## src/rtl/alu_wide_seq.sv

```systemverilog
// Multi-byte ADD/SUB/AND/OR sequencer driving an 8-bit combinational ALU, LSB first,
// plus the ALU command package and the byte ALU it is paired with.

package ALU_def;
  typedef enum logic [2:0] {
    ALU_ADD  = 3'd0,
    ALU_ADDC = 3'd1,
    ALU_SUB  = 3'd2,
    ALU_AND  = 3'd3,
    ALU_OR   = 3'd4,
    ALU_XOR  = 3'd5,
    ALU_NEG  = 3'd6,
    ALU_PASS = 3'd7
  } ALU_CTRL;
endpackage


module alu_wide_seq
  import ALU_def::*;
#(
  parameter int NBYTES = 2
) (
  input  logic                clk,
  input  logic                rst,
  input  logic                start,
  input  logic [1:0]          op,
  input  logic [8*NBYTES-1:0] opa,
  input  logic [8*NBYTES-1:0] opb,
  output logic                busy,
  output logic                done,
  output logic [8*NBYTES-1:0] result,
  output logic                carry_out,
  output logic                zero,
  output ALU_CTRL             alu_ctrl,
  output logic [7:0]          alu_a,
  output logic [7:0]          alu_b,
  output logic                alu_cin,
  input  logic [7:0]          alu_out,
  input  logic                alu_cout,
  input  logic                alu_zero,
  output logic [1:0]          dbg_state
);
  localparam int W  = 8 * NBYTES;
  localparam int IW = (NBYTES > 1) ? $clog2(NBYTES) : 1;

  localparam logic [1:0] OP_ADD = 2'b00;
  localparam logic [1:0] OP_SUB = 2'b01;
  localparam logic [1:0] OP_AND = 2'b10;
  localparam logic [1:0] OP_OR  = 2'b11;

  typedef enum logic [1:0] {S_IDLE = 2'd0, S_NEG = 2'd1, S_EXEC = 2'd2} state_t;

  state_t          state;
  logic [W-1:0]    opa_q;
  logic [W-1:0]    opb_q;
  logic [1:0]      op_q;
  logic [IW-1:0]   idx;
  logic [7:0]      nb_q;
  logic            carry_q;
  logic            zacc_q;
  logic [W-1:0]    res_acc;
  logic [W-1:0]    res_next;
  logic [7:0]      a_byte;
  logic [7:0]      b_byte;
  logic            is_arith;
  logic            last_byte;

  assign dbg_state = state;
  assign a_byte    = opa_q[8*int'(idx) +: 8];
  assign b_byte    = opb_q[8*int'(idx) +: 8];
  assign is_arith  = (op_q == OP_ADD) || (op_q == OP_SUB);
  assign last_byte = (idx == IW'(NBYTES - 1));

  always_comb begin
    res_next = res_acc;
    res_next[8*int'(idx) +: 8] = alu_out;
  end

  // ALU command decode depends only on registered state, never on start.
  always_comb begin
    alu_ctrl = ALU_ADD;
    alu_a    = 8'd0;
    alu_b    = 8'd0;
    alu_cin  = 1'b0;
    case (state)
      S_NEG: begin
        alu_ctrl = ALU_NEG;
        alu_a    = b_byte;
      end
      S_EXEC: begin
        case (op_q)
          OP_ADD: begin
            alu_ctrl = ALU_ADDC;
            alu_a    = a_byte;
            alu_b    = b_byte;
            alu_cin  = carry_q;
          end
          OP_SUB: begin
            alu_ctrl = ALU_ADDC;
            alu_a    = a_byte;
            alu_b    = nb_q;
            alu_cin  = carry_q;
          end
          OP_AND: begin
            alu_ctrl = ALU_AND;
            alu_a    = a_byte;
            alu_b    = b_byte;
          end
          default: begin
            alu_ctrl = ALU_OR;
            alu_a    = a_byte;
            alu_b    = b_byte;
          end
        endcase
      end
      default: ;
    endcase
  end

  always_ff @(posedge clk or posedge rst) begin
    if (rst) begin
      state     <= S_IDLE;
      opa_q     <= '0;
      opb_q     <= '0;
      op_q      <= 2'b00;
      idx       <= '0;
      nb_q      <= 8'd0;
      carry_q   <= 1'b0;
      zacc_q    <= 1'b0;
      res_acc   <= '0;
      busy      <= 1'b0;
      done      <= 1'b0;
      result    <= '0;
      carry_out <= 1'b0;
      zero      <= 1'b0;
    end else begin
      done <= 1'b0;
      case (state)
        S_IDLE: begin
          if (start) begin
            opa_q   <= opa;
            opb_q   <= opb;
            op_q    <= op;
            idx     <= '0;
            zacc_q  <= 1'b1;
            carry_q <= (op == OP_SUB);
            busy    <= 1'b1;
            state   <= (op == OP_SUB) ? S_NEG : S_EXEC;
          end
        end
        S_NEG: begin
          nb_q  <= alu_out;
          state <= S_EXEC;
        end
        S_EXEC: begin
          res_acc <= res_next;
          zacc_q  <= zacc_q & alu_zero;
          carry_q <= is_arith ? alu_cout : 1'b0;
          if (last_byte) begin
            state     <= S_IDLE;
            busy      <= 1'b0;
            done      <= 1'b1;
            result    <= res_next;
            carry_out <= is_arith ? alu_cout : 1'b0;
            zero      <= zacc_q & alu_zero;
          end else begin
            idx   <= idx + IW'(1);
            state <= (op_q == OP_SUB) ? S_NEG : S_EXEC;
          end
        end
        default: state <= S_IDLE;
      endcase
    end
  end
endmodule

```

## config.mk

```make
export PLATFORM = sky130hd
export DESIGN_NAME = alu_wide_seq
export DESIGN_NICKNAME = d
export VERILOG_FILES = /design/src/rtl/alu_wide_seq.sv
export SDC_FILE = /design/constraint.sdc
export NUM_CORES = 1
export LEC_CHECK = 0
export BUFFER_PORTS_ARGS = -buffer_cell sky130_fd_sc_hd__buf_2
export CAP_MARGIN = 10
export CORE_UTILIZATION = 47
export DETAILED_ROUTE_END_ITERATION = 6
export GPL_ROUTABILITY_DRIVEN = 0
export PLACE_DENSITY = 0.78
export SLEW_MARGIN = 20
export SYNTH_ARGS = -nofsm -noshare
export SYNTH_HDL_FRONTEND = slang
export SYNTH_SLANG_ARGS = --single-unit
```

## constraint.sdc

```tcl
create_clock -name clk -period 2.4 [get_ports clk]
set_clock_uncertainty 0.2 [all_clocks]
set_input_delay 0.12 -clock clk [delete_from_list [all_inputs] [get_ports clk]]
set_output_delay 0.12 -clock clk [all_outputs]
set_load 0.005 [all_outputs]
```

==> summary.txt, run 1 <==
Status
  • Status: completed

STA
  • Setup TNS: 0 ps
  • Crit share post-route: 90.2%
  • Crit path time final: 2160 ps
  • RSZ-0062 raised after global routing: false
  • Hold Vio Cnt, Final: 0
  • Slew HR: 62.4%
  • Final setup viols: 0
  • Worst-Margin Slew: 563 ps
  • Pins Over Slew Limit: 0
  • Fmax: 462 MHz

GRT
  • Initial antenna violation count: 0
  • Largest net degree at the start of global routing: 41
  • All-layer global routing usage: between 20% and 30%
  • First-pass GRT wire length: 12.8 mm
  • Grt ovf: 0
  • Vias in the first global route: 2693

Logic synthesis
  • Cell taking the most area after synthesis: dfrtp_1
  • Flops & latches, synth: 75
  • Yosys warning count: 0
  • Post-synth top flop: dfrtp_1
  • Distinct cell type count after synthesis: 29
  • Post-synth EDFFs: 0
  • Cells after Synth: 285
  • Syn_nets: 336
  • Top cell type's share of synthesized area: 55.0%
  • Area contributors post-synth: dfrtp_1 55%, mux2_2 18%, nand2_1 5.7%, mux2i_1 4.1%, o22ai_1 1.6%
  • Syn avg cell area: 12.0 um^2
  • Async set-reset flop share out of synthesis: 100%
  • Post-synthesis sequential area ratio: 55.0%
  • Post-synth design cell area: 3410 um^2

Floorplanning
  • I/O pins: 89
  • Starting Density: 49.4%
  • Die area: 7610 um^2
  • FP Rows: 30
  • Die width: 87.2 um
  • Die H: 87.2 um
  • Core Region: 6910 um^2

Power
  • Tot Pwr: 5940 uW
  • Power Density: 1290 nW/um^2
  • Leakage power: between 0.002 and 0.0025 uW
  • Max VDD drop: 0.631 mV

Setup path
  • FF-to-FF End: opb_q[0]$_DFFE_PP0P_
  • Critical Path Start Type: flop
  • Crit path DAT: 1840 ps
  • WP data required: around 2100 ps
  • Crit Reg-Reg Startpoint: dbg_state[0]$_DFFE_PP0P_
  • Worst-case reg-to-reg path depth: 4
  • Crit-path max FO: 15
  • Crit path capture type: primary output
  • Register-to-register setup slack: 430 ps
  • Critical path type: flop to primary output

Final layout
  • Fill count: 570
  • Diode count: 0
  • Area delta synth->final: 34.6%
  • Layout cells sized above 1: 39.8%
  • Nets: 473

Clock network
  • TritonCTS clock tree: done
  • H-tree levels: 3
  • CTS root buf: clkbuf_8
  • CTS Buf Count: 9
  • Hold_buf cts: 46
  • Sink Count: 75
  • Post-CTS Resized: 0
  • Clock buffer depth: 2
  • Clock transition at path regs: 80 ps
  • Post-CTS Setup Inserts: 0
  • Worst-skew pair later-pin latency: 340 ps

Detailed routing
  • DRT antenna net count: 0
  • Routed vias/inst: about 5.1
  • Routed len/inst: 15.3 um
  • Initial DRC Count: between 80 and 90
  • Residual DRC: 0
  • Vias after detailed routing: 2678
  • Final wirelength: between 8 and 9 mm
  • DRT Pass-1 Iters: 5

Placed design
  • DP HPWL: 5.38 mm
  • Port Buffer Count: 88

Min path
  • HP Class: primary input to async pin

Job
  • Max cap viols: 0
## state kept, by name, indices dropped and copies added (netlist names)
register and cells:
busy 1, carry_out 1, carry_q 1, dbg_state 2, done 1, idx 1
nb_q 8, op_q 2, opa_q 16, opb_q 16, res_acc 8, result 16
zacc_q 1, zero 1
## power breakdown
| group | internal, uW | leakage [uW] | switching (uW) | total (uW) |
|---|---|---|---|---|
| logic | 1320 | 0.00126 | 1320 | 2640 |
| registers | 1910 | 0.000891 | 345 | 2250 |
| clock network | 583 | 0.000113 | 470 | 1050 |
| total | 3810 | 0.00226 | 2130 | 5940 |
## cell usage in the layout (no fill, tap or decap)
cell type / netlist / final
clkinv_4: 0 / 2
nor2b_1: 4 / 4
a32oi_1: 1 / 1
ha_1: 4 / 4
o2bb2ai_1: 3 / 3
buf_12: 1 / 1
clkbuf_8: 0 / 9
a22oi_1: 2 / 2
clkinv_2: 0 / 3
and3_1: 2 / 2
o21a_1: 1 / 1
o21ai_0: 1 / 1
inv_2: 2 / 3
buf_2: 6 / 88
a211oi_1: 7 / 7
mux2_2: 54 / 54
nor2_1: 11 / 11
bufinv_16: 0 / 2
a21boi_0: 1 / 1
dfrtp_1: 75 / 75
nand2b_1: 6 / 6
a21oi_1: 5 / 5
nor3_1: 1 / 1
nand3_1: 2 / 2
inv_1: 5 / 4
dlygate4sd3_1: 0 / 46
and2_1: 6 / 6
buf_4: 3 / 6
nand2_1: 52 / 52
nand2_4: 2 / 2
o22ai_1: 9 / 9
mux2i_1: 14 / 14
## final cells by class
| cell class | instances | area (um^2) | area share [%] |
|---|---|---|---|
| Clock inverter | 7 | 92.6 | 2.02 |
| Sequential cell | 75 | 1880 | 40.8 |
| Multi-Input combinational cell | 188 | 1390 | 30.2 |
| Inverter | 7 | 26.3 | 0.572 |
| Clock buffer | 9 | 124 | 2.70 |
| Tap cell | 96 | 120 | 2.61 |
| Timing Repair Buffer | 141 | 966 | 21.0 |
## synthesized netlist by cell type (2+ instances only)
master,n
nand2_1,52
dfrtp_1,75
and3_1,2
nand2_4,2
nand3_1,2
a21oi_1,5
nor2_1,11
buf_2,6
inv_2,2
o22ai_1,9
buf_6,4
nand2b_1,6
a211oi_1,7
nor2b_1,4
a22oi_1,2
and2_1,6
mux2_2,54
ha_1,4
inv_1,5
o2bb2ai_1,3
buf_4,3
mux2i_1,14
## cell families (layout without fill, tap and decap cells)
group | after synthesis | in the layout | synth area share, %
simple gates | 86 | 86 | 11.3
compound gates | 30 | 30 | 5.97
fa+ha+maj | 4 | 4 | 1.47
buf+inv | 22 | 164 | 4.33
mux | 68 | 68 | 21.9
flops | 75 | 75 | 55.0
## how the worst max path moves through the flow
stage,from,end,slack [ps],depth (start not counted)
after global routing,op_q[1]$_DFFE_PP0P_,alu_b[0],120,4
after CTS,op_q[1]$_DFFE_PP0P_,alu_b[0],240,4
final,op_q[1]$_DFFE_PP0P_,alu_b[6],240,4
after floorplan,rst,busy$_DFFE_PP0P_,170,1
after detailed placement,dbg_state[0]$_DFFE_PP0P_,carry_q$_DFFE_PP0P_,450,5
after global placement,dbg_state[0]$_DFFE_PP0P_,opb_q[5]$_DFFE_PP0P_,550,4
## metrics by stage
step | cells | setup slack (ps) | hold slack, ps | instance area (um^2) | util, %
2_1_floorplan | 285 | 170 | 25.4 | 3410 | -
3_3_place_gp | 461 | 546 | -64.5 | 3920 | 56.7
3_5_place_dp | 461 | 448 | -51.0 | 3920 | 56.7
4_1_cts | 523 | 237 | 110 | 4590 | 66.5
5_1_grt | 523 | 117 | 153 | 4590 | 66.5
6_report | 523 | 236 | 114 | 4590 | 66.5
## worst max-delay path, stage by stage, from the launching register on
cell and delay [ps]:
dfrtp_1 430, nand2b_1 490, nor2_1 80, a211oi_1 320
buf_2 180
## metal layers
metal  up-vias  global-route usage, %  routed length (um)
met5         -                      0                   0
met3        18                   5.40                 447
met1      1326                   28.0                3360
li1       1245                      -                   -
met2        89                   37.7                4020
met4         0                   10.3                 191
Note: power is estimated with default switching activity, not from simulation.
==> inputs of run 2 (changes only) <==
--- a/config.mk
+++ b/config.mk
@@ -5,6 +5,7 @@
 export SDC_FILE = /design/constraint.sdc
 export NUM_CORES = 1
 export LEC_CHECK = 0
+export ABC_AREA = 1
 export BUFFER_PORTS_ARGS = -buffer_cell sky130_fd_sc_hd__buf_2
 export CAP_MARGIN = 10
 export CORE_UTILIZATION = 47
==> summary.txt, run 2 <==
Clock network
  • Clock buffer depth: 2 (unchanged)
  • Worst-skew pair later-pin latency: 350 ps (about the same)
  • CTS root buf: clkbuf_8
  • H-tree levels: 3 (unchanged)
  • TritonCTS clock tree: done
  • Post-CTS Setup Inserts: 0 (unchanged)
  • Sink Count: 75 (unchanged)
  • CTS Buf Count: 9 (unchanged)
  • Clock transition at path regs: 80 ps (about the same)

Detailed routing
  • Final wirelength: 8.66 mm (+8.0%)
  • Vias after detailed routing: 3279 (+22%)
  • Initial DRC Count: 254 (+200%)
  • Residual DRC: 0 (unchanged)
  • Routed vias/inst: 4.83 (-5.7%)
  • DRT antenna net count: 0 (unchanged)
  • DRT Pass-1 Iters: 5 (unchanged)
  • Routed len/inst: 12.8 um (-17%)

Final layout
  • Commonest cells after routing, fill and taps aside: 236 x nand2_1, 88 x buf_2, 75 x dfrtp_1
  • Layout cells sized above 1: 22.4% (-17 points)
  • Area delta synth->final: 33.9%
  • Most common cell after layout, fill and taps aside: nand2_1
  • Regs by FF count: opa_q x16, opb_q x16, result x16
  • Post-route cell area: 4700 um^2 (+2.3%)
  • Fill count: 590 (+3.5%)
  • Nets: 626 (+32%)
  • Diode count: 0 (unchanged)

STA
  • RSZ-0062 raised after global routing: false
  • Setup TNS: 0 ps (unchanged)
  • Fmax: 450 MHz (-2.6%)
  • Crit share post-route: 92.6% (+2.4 points)
  • Worst-Margin Slew: 710 ps (+147 ps)
  • Pins Over Slew Limit: 0 (unchanged)
  • Slew HR: 52.6% (-9.8 points)
  • Crit path time final: 2220 ps (+57.1 ps)
  • Final setup viols: 0 (unchanged)
  • Hold Vio Cnt, Final: 0 (unchanged)

Setup path
  • CP startpoint: dbg_state[1]$_DFFE_PP0P_
  • FF-to-FF End: opb_q[6]$_DFFE_PP0P_
  • Crit-path max FO: 11 (-4)
  • WP data required: 2080 ps (about the same)
  • Register-to-register setup slack: 480 ps (+50 ps)
  • Crit path capture type: primary output
  • Critical Path Sink: alu_ctrl[1]
  • Crit Reg-Reg Startpoint: dbg_state[0]$_DFFE_PP0P_
  • Critical path type: flop to primary output
  • Worst-case reg-to-reg path depth: 7 (+3)
  • Crit path DAT: 1900 ps (+60 ps)
  • Critical Path Start Type: flop

GRT
  • Grt ovf: 0 (unchanged)
  • Vias in the first global route: 3147 (+17%)
  • First-pass GRT wire length: 14.4 mm (+12%)
  • Largest net degree at the start of global routing: 44 (+7.3%)
  • Initial antenna violation count: 0 (unchanged)
  • All-layer global routing usage: 24.5% (+1.9 points)

Floorplanning
  • I/O pins: 89 (unchanged)
  • FP Rows: 31 (+3.3%)
  • Die area: 7820 um^2 (+2.8%)
  • Starting Density: 48.4% (-1.0 points)
  • Die width: 88.4 um (+1.4%)
  • Core Region: 7250 um^2 (+5.0%)
  • Die H: 88.4 um (+1.4%)

Logic synthesis
  • Cell taking the most area after synthesis: dfrtp_1
  • Post-synth EDFFs: 0 (unchanged)
  • Count leader, synth: nand2_1
  • Top cell type's share of synthesized area: 53.5% (-1.5 points)
  • Syn avg cell area: 7.90 um^2 (-34%)
  • Async set-reset flop share out of synthesis: 100% (unchanged)
  • Post-synth design cell area: 3510 um^2 (+2.8%)
  • Area contributors post-synth: dfrtp_1 53%, nand2_1 25%, o21ai_0 4.3%, a21oi_1 2.7%, inv_1 2.5%
  • Post-synthesis sequential area ratio: 53.5% (-1.5 points)
  • Cells after Synth: 444 (+56%)
  • Post-synth top flop: dfrtp_1
  • Syn_nets: 495 (+47%)
  • Commonest cells in the netlist: 236 x nand2_1, 75 x dfrtp_1, 30 x o21ai_0
  • Yosys warning count: 0 (unchanged)
  • Flops & latches, synth: 75 (unchanged)
  • Distinct cell type count after synthesis: 22 (-24%)

Power
  • Clock Power Share: 19.6% (+1.9 points)
  • Logic pwr share: 43.7% (-0.7 points)
  • Switch Pwr: 2520 uW (+18%)
  • Reg power frac: 36.7% (-1.2 points)
  • Cell Int Power: 3580 uW (-6.0%)
  • Leakage power: 0.00256 uW (+13%)
  • Power Density: 1300 nW/um^2 (+0.33%)
  • Switching Share: 41.3% (+5.4 points)
  • Max VDD drop: 0.845 mV (+34%)

Min path
  • HP Class: primary input to async pin

Job
  • Max cap viols: 0 (unchanged)

Status
  • Status: completed

Placed design
  • Port Buffer Count: 88 (unchanged)
  • Dpl cell area: 3990 um^2 (+1.8%)
  • DP HPWL: 5.76 mm (+7.1%)
## run 2: cell count changes after synthesis, sizes merged, moves of 7 or more
cell and delta:
inv +21, a21oi +14, nand3 +9, mux2 -54, nand2 +193, o21ai +29, o22ai -8, a211oi -7
mux2i -14
## run 2: critical path: stages (launching register included)
cell and delay, ps:
dfrtp_1 430, inv_1 90, ha_1 350, inv_1 260
a21oi_1 260, buf_2 150
## run 2: worst min-delay path by stage
stage,to,slack (ps),depth (start not counted)
floorplan,op_q[0]$_DFFE_PP0P_,30,2
global placement,opb_q[8]$_DFFE_PP0P_,60,2
detailed placement,opb_q[0]$_DFFE_PP0P_,80,2
CTS,opb_q[9]$_DFFE_PP0P_,250,3
global route,opa_q[6]$_DFFE_PP0P_,290,4
finish,opb_q[6]$_DFFE_PP0P_,220,3
## run 2: cells by family after synthesis
logic type | Yosys count | share of synthesized area, %
adder cells (fa/ha/maj) | 4 | 1.43
buffers and inverters | 50 | 7.88
AND/OR/NAND/NOR | 263 | 29.7
flip-flops | 75 | 53.5
AO/OA/AOI/OAI | 52 | 7.56
## run 2: through the flow
step / total power, uW / util, % / hold slack (ps) / cells / worst slack, ps
2_1_floorplan: 4060 / - / 29.6 / 444 / 170
3_3_place_gp: 4740 / 55.0 / 62.7 / 617 / 515
3_5_place_dp: 4820 / 55.0 / 82.2 / 617 / 427
4_1_cts: 6100 / 64.8 / 246 / 679 / 110
5_1_grt: 6640 / 64.8 / 290 / 679 / 35.3
6_report: 6100 / 64.8 / 223 / 679 / 179
## run 2: power groups by stage
stage	Sequential, uW	Clock, uW	Combinational (uW)
finish	2240	1190	2670
global route	2300	1260	3070
CTS	2230	1210	2660
detailed placement	2250	0	2580
global placement	2230	0	2510
floorplan	2160	0	1890
## run 2: area by class of cell
class | instances | area, um^2 | share of cell area [%]
clock buffers | 9 | 124 | 2.64
inverters | 29 | 114 | 2.42
repair buffers | 141 | 978 | 20.8
well taps | 99 | 124 | 2.64
multi-input cells | 319 | 1360 | 28.9
clock inverters | 7 | 124 | 2.64
flip-flops and latches | 75 | 1880 | 39.9
## run 2: layer usage
metal	track usage (%)	share of wire [%]	routed length, um	up-vias
met5	0	0	0	-
met4	11.6	3.2	273	0
met3	6.90	6.5	559	25
met2	37.6	47	4080	129
met1	32.4	43	3750	1491
li1	-	-	-	1634
## run 2: repair_timing
item                                    4_1_cts  5_1_grt
hold buffers                                 46        0
resized for setup                             0        1
endpoints found under the setup margin        0        6
endpoints found under the hold margin        95        0
==> inputs of run 3 (changes only) <==
==> constraint.sdc (replaced) <==
create_clock -name clk -period 2.4 [get_ports clk]
set_clock_uncertainty 0.2 [all_clocks]
set_input_delay 0.12 -clock clk [delete_from_list [all_inputs] [get_ports clk]]
set_output_delay 0.12 -clock clk [all_outputs]
set_load 0.02 [all_outputs]
==> summary.txt, run 3 (synthesis gave the netlist of run 2 again) <==
Status
  • Status: completed

Power
  • Power Density: 1350 nW/um^2 (+4.0%)
  • Leakage power: 0.00254 uW (-1.1%)
  • Max VDD drop: 0.823 mV (-2.6%)
  • Tot Pwr: 6280 uW (+3.1%)

Placed design
  • Place WS: 427 ps (-0.912 ps)
  • Dpl cell area: 3980 um^2 (-0.19%)
  • Port Buffer Count: 88 (unchanged)
  • DP HPWL: 5.76 mm (about the same)
  • Placed cell count: 616 (-0.16%)

Floorplanning
  • Die H: 88.4 um (unchanged)
  • FP Rows: 31 (unchanged)
  • Die area: 7820 um^2 (unchanged)
  • Starting Density: 48.4% (unchanged)
  • I/O pins: 89 (unchanged)
  • Die width: 88.4 um (unchanged)
  • Core Region: 7250 um^2 (unchanged)

Final layout
  • Post-route cell area: 4660 um^2 (-0.93%)
  • Layout cells sized above 1: 22.5% (+0.039 points)
  • Most common cell after layout, fill and taps aside: nand2_1
  • Commonest cells after routing, fill and taps aside: 236 x nand2_1, 88 x buf_2, 75 x dfrtp_1
  • Nets: 625 (-0.16%)
  • Fill count: 631 (+6.9%)
  • Post-route insts no fill: 678 (-0.15%)
  • Diode count: 0 (unchanged)
  • Regs by FF count: opa_q x16, opb_q x16, result x16
  • Area delta synth->final: 32.7%

GRT
  • Largest net degree at the start of global routing: 76 (+73%)
  • All-layer global routing usage: 23.4% (-1.1 points)
  • First-pass GRT wire length: 13.9 mm (-3.5%)
  • Vias in the first global route: 3058 (-2.8%)
  • Initial antenna violation count: 0 (unchanged)
  • Grt ovf: 0 (unchanged)

Detailed routing
  • Routed vias/inst: 4.83 (+0.12%)
  • DRT antenna net count: 0 (unchanged)
  • Final wirelength: 8.54 mm (-1.4%)
  • Routed len/inst: 12.6 um (-1.3%)
  • DRT Pass-1 Iters: 6 (+1)
  • Initial DRC Count: 214 (-16%)
  • Residual DRC: 0 (unchanged)
  • Vias after detailed routing: 3278 (-0.030%)

Clock network
  • CTS root buf: clkbuf_8
  • Clock buffer depth: 2 (unchanged)
  • H-tree levels: 3 (unchanged)
  • Post-CTS Setup Inserts: 0 (unchanged)
  • Clock transition at path regs: 80 ps (about the same)
  • Worst-skew pair later-pin latency: 350 ps (about the same)
  • TritonCTS clock tree: done
  • Sink Count: 75 (unchanged)
  • CTS Buf Count: 9 (unchanged)

Setup path
  • CP max stage cell: dfrtp_1
  • Critical path type: flop to primary output
  • Worst path top cell family by delay: buffers and inverters
  • WP data required: 2080 ps (about the same)
  • Crit path DAT: 1920 ps (+20 ps)
  • Buf/Inv on CP: 3 (unchanged)
  • CP Cell Sequence: inv_1 -> ha_2 -> buf_4 -> nand2_1 -> a21oi_1 -> buf_2
  • CP max stage delay: 440 ps (about the same)
  • Crit-path max FO: 16 (+5)
  • Crit path capture type: primary output
  • Critical Path Start Type: flop

Min path
  • HP Class: primary input to async pin

STA
  • Slew HR: 73.4% (+21 points)
  • RSZ-0062 raised after global routing: false
  • Pins Over Slew Limit: 0 (unchanged)
  • Fmax: 447 MHz (-0.76%)
  • Crit path time final: 2240 ps (+17.1 ps)
  • Worst setup margin: 162 ps (-17.1 ps)
  • Setup TNS: 0 ps (unchanged)
  • Final setup viols: 0 (unchanged)
  • Worst-Margin Slew: 400 ps (-310 ps)
  • Hold Vio Cnt, Final: 0 (unchanged)
  • Crit share post-route: 93.3% (+0.71 points)

Job
  • Max cap viols: 0 (unchanged)
run 3: cell count changes in the layout (fill, tap and decap cells not counted), sizes merged:
cell,previous run,this run
bufinv,3,1
buf,95,94
clkbuf,9,10
clkinvlp,1,2
run 3: cell type report:
type,count,area (um^2),share of cell area (%)
well taps,99,124,2.66
inverters,29,114,2.45
clock inverters,6,71.3,1.53
multi-input cells,319,1360,29.2
clock buffers,10,138,2.96
repair buffers,140,971,20.9
flip-flops and latches,75,1880,40.3
run 3: timing repair:
| action | 4_1_cts | 5_1_grt |
|---|---|---|
| hold buffers | 46 | 0 |
| endpoints found under the setup margin | 0 | 10 |
| gates resized for setup | 0 | 2 |
| hold endpoints to repair | 138 | 0 |
run 3: routing by layer:
metal	track usage (%)	up-vias	wire (um)
met2	36.6	104	3980
li1	-	1626	-
met4	9.24	0	198
met3	5.69	17	441
met5	0	-	0
met1	31.5	1531	3920
run 3: final timing paths:
| check | from | to | slack (ps) | cells past startpoint |
|---|---|---|---|---|
| setup / recovery | dbg_state[0]$_DFFE_PP0P_ | alu_a[2] | 160 | 6 |
| hold / removal | rst | opb_q[0]$_DFFE_PP0P_ | 190 | 4 |
| setup reg to reg | dbg_state[1]$_DFFE_PP0P_ | opb_q[1]$_DFFE_PP0P_ | 500 | 7 |
| hold reg to reg | nb_q[2]$_DFFE_PP0P_ | nb_q[2]$_DFFE_PP0P_ | 270 | 2 |
| max in group asynchronous | rst | opa_q[10]$_DFFE_PP0P_ | 1470 | 4 |
| min in group clk | nb_q[2]$_DFFE_PP0P_ | nb_q[2]$_DFFE_PP0P_ | 270 | 2 |
run 3: stage by stage:
step	hold WS, ps	utilization [%]
floorplan	29.6	-
global placement	36.3	54.9
detailed placement	40.5	54.9
CTS	216	64.1
global route	267	64.2
finish	188	64.2
run 3: worst min-delay path, delay by kind of cell:
| kind | cells | cell delay [ps] |
|---|---|---|
| buffers and inverters | 4 | 1020 |
run 3: power by group:
group	switching (uW)	internal [uW]	total [uW]
sequential	338	1880	2220
clock	495	518	1010
combinational	2050	1000	3050
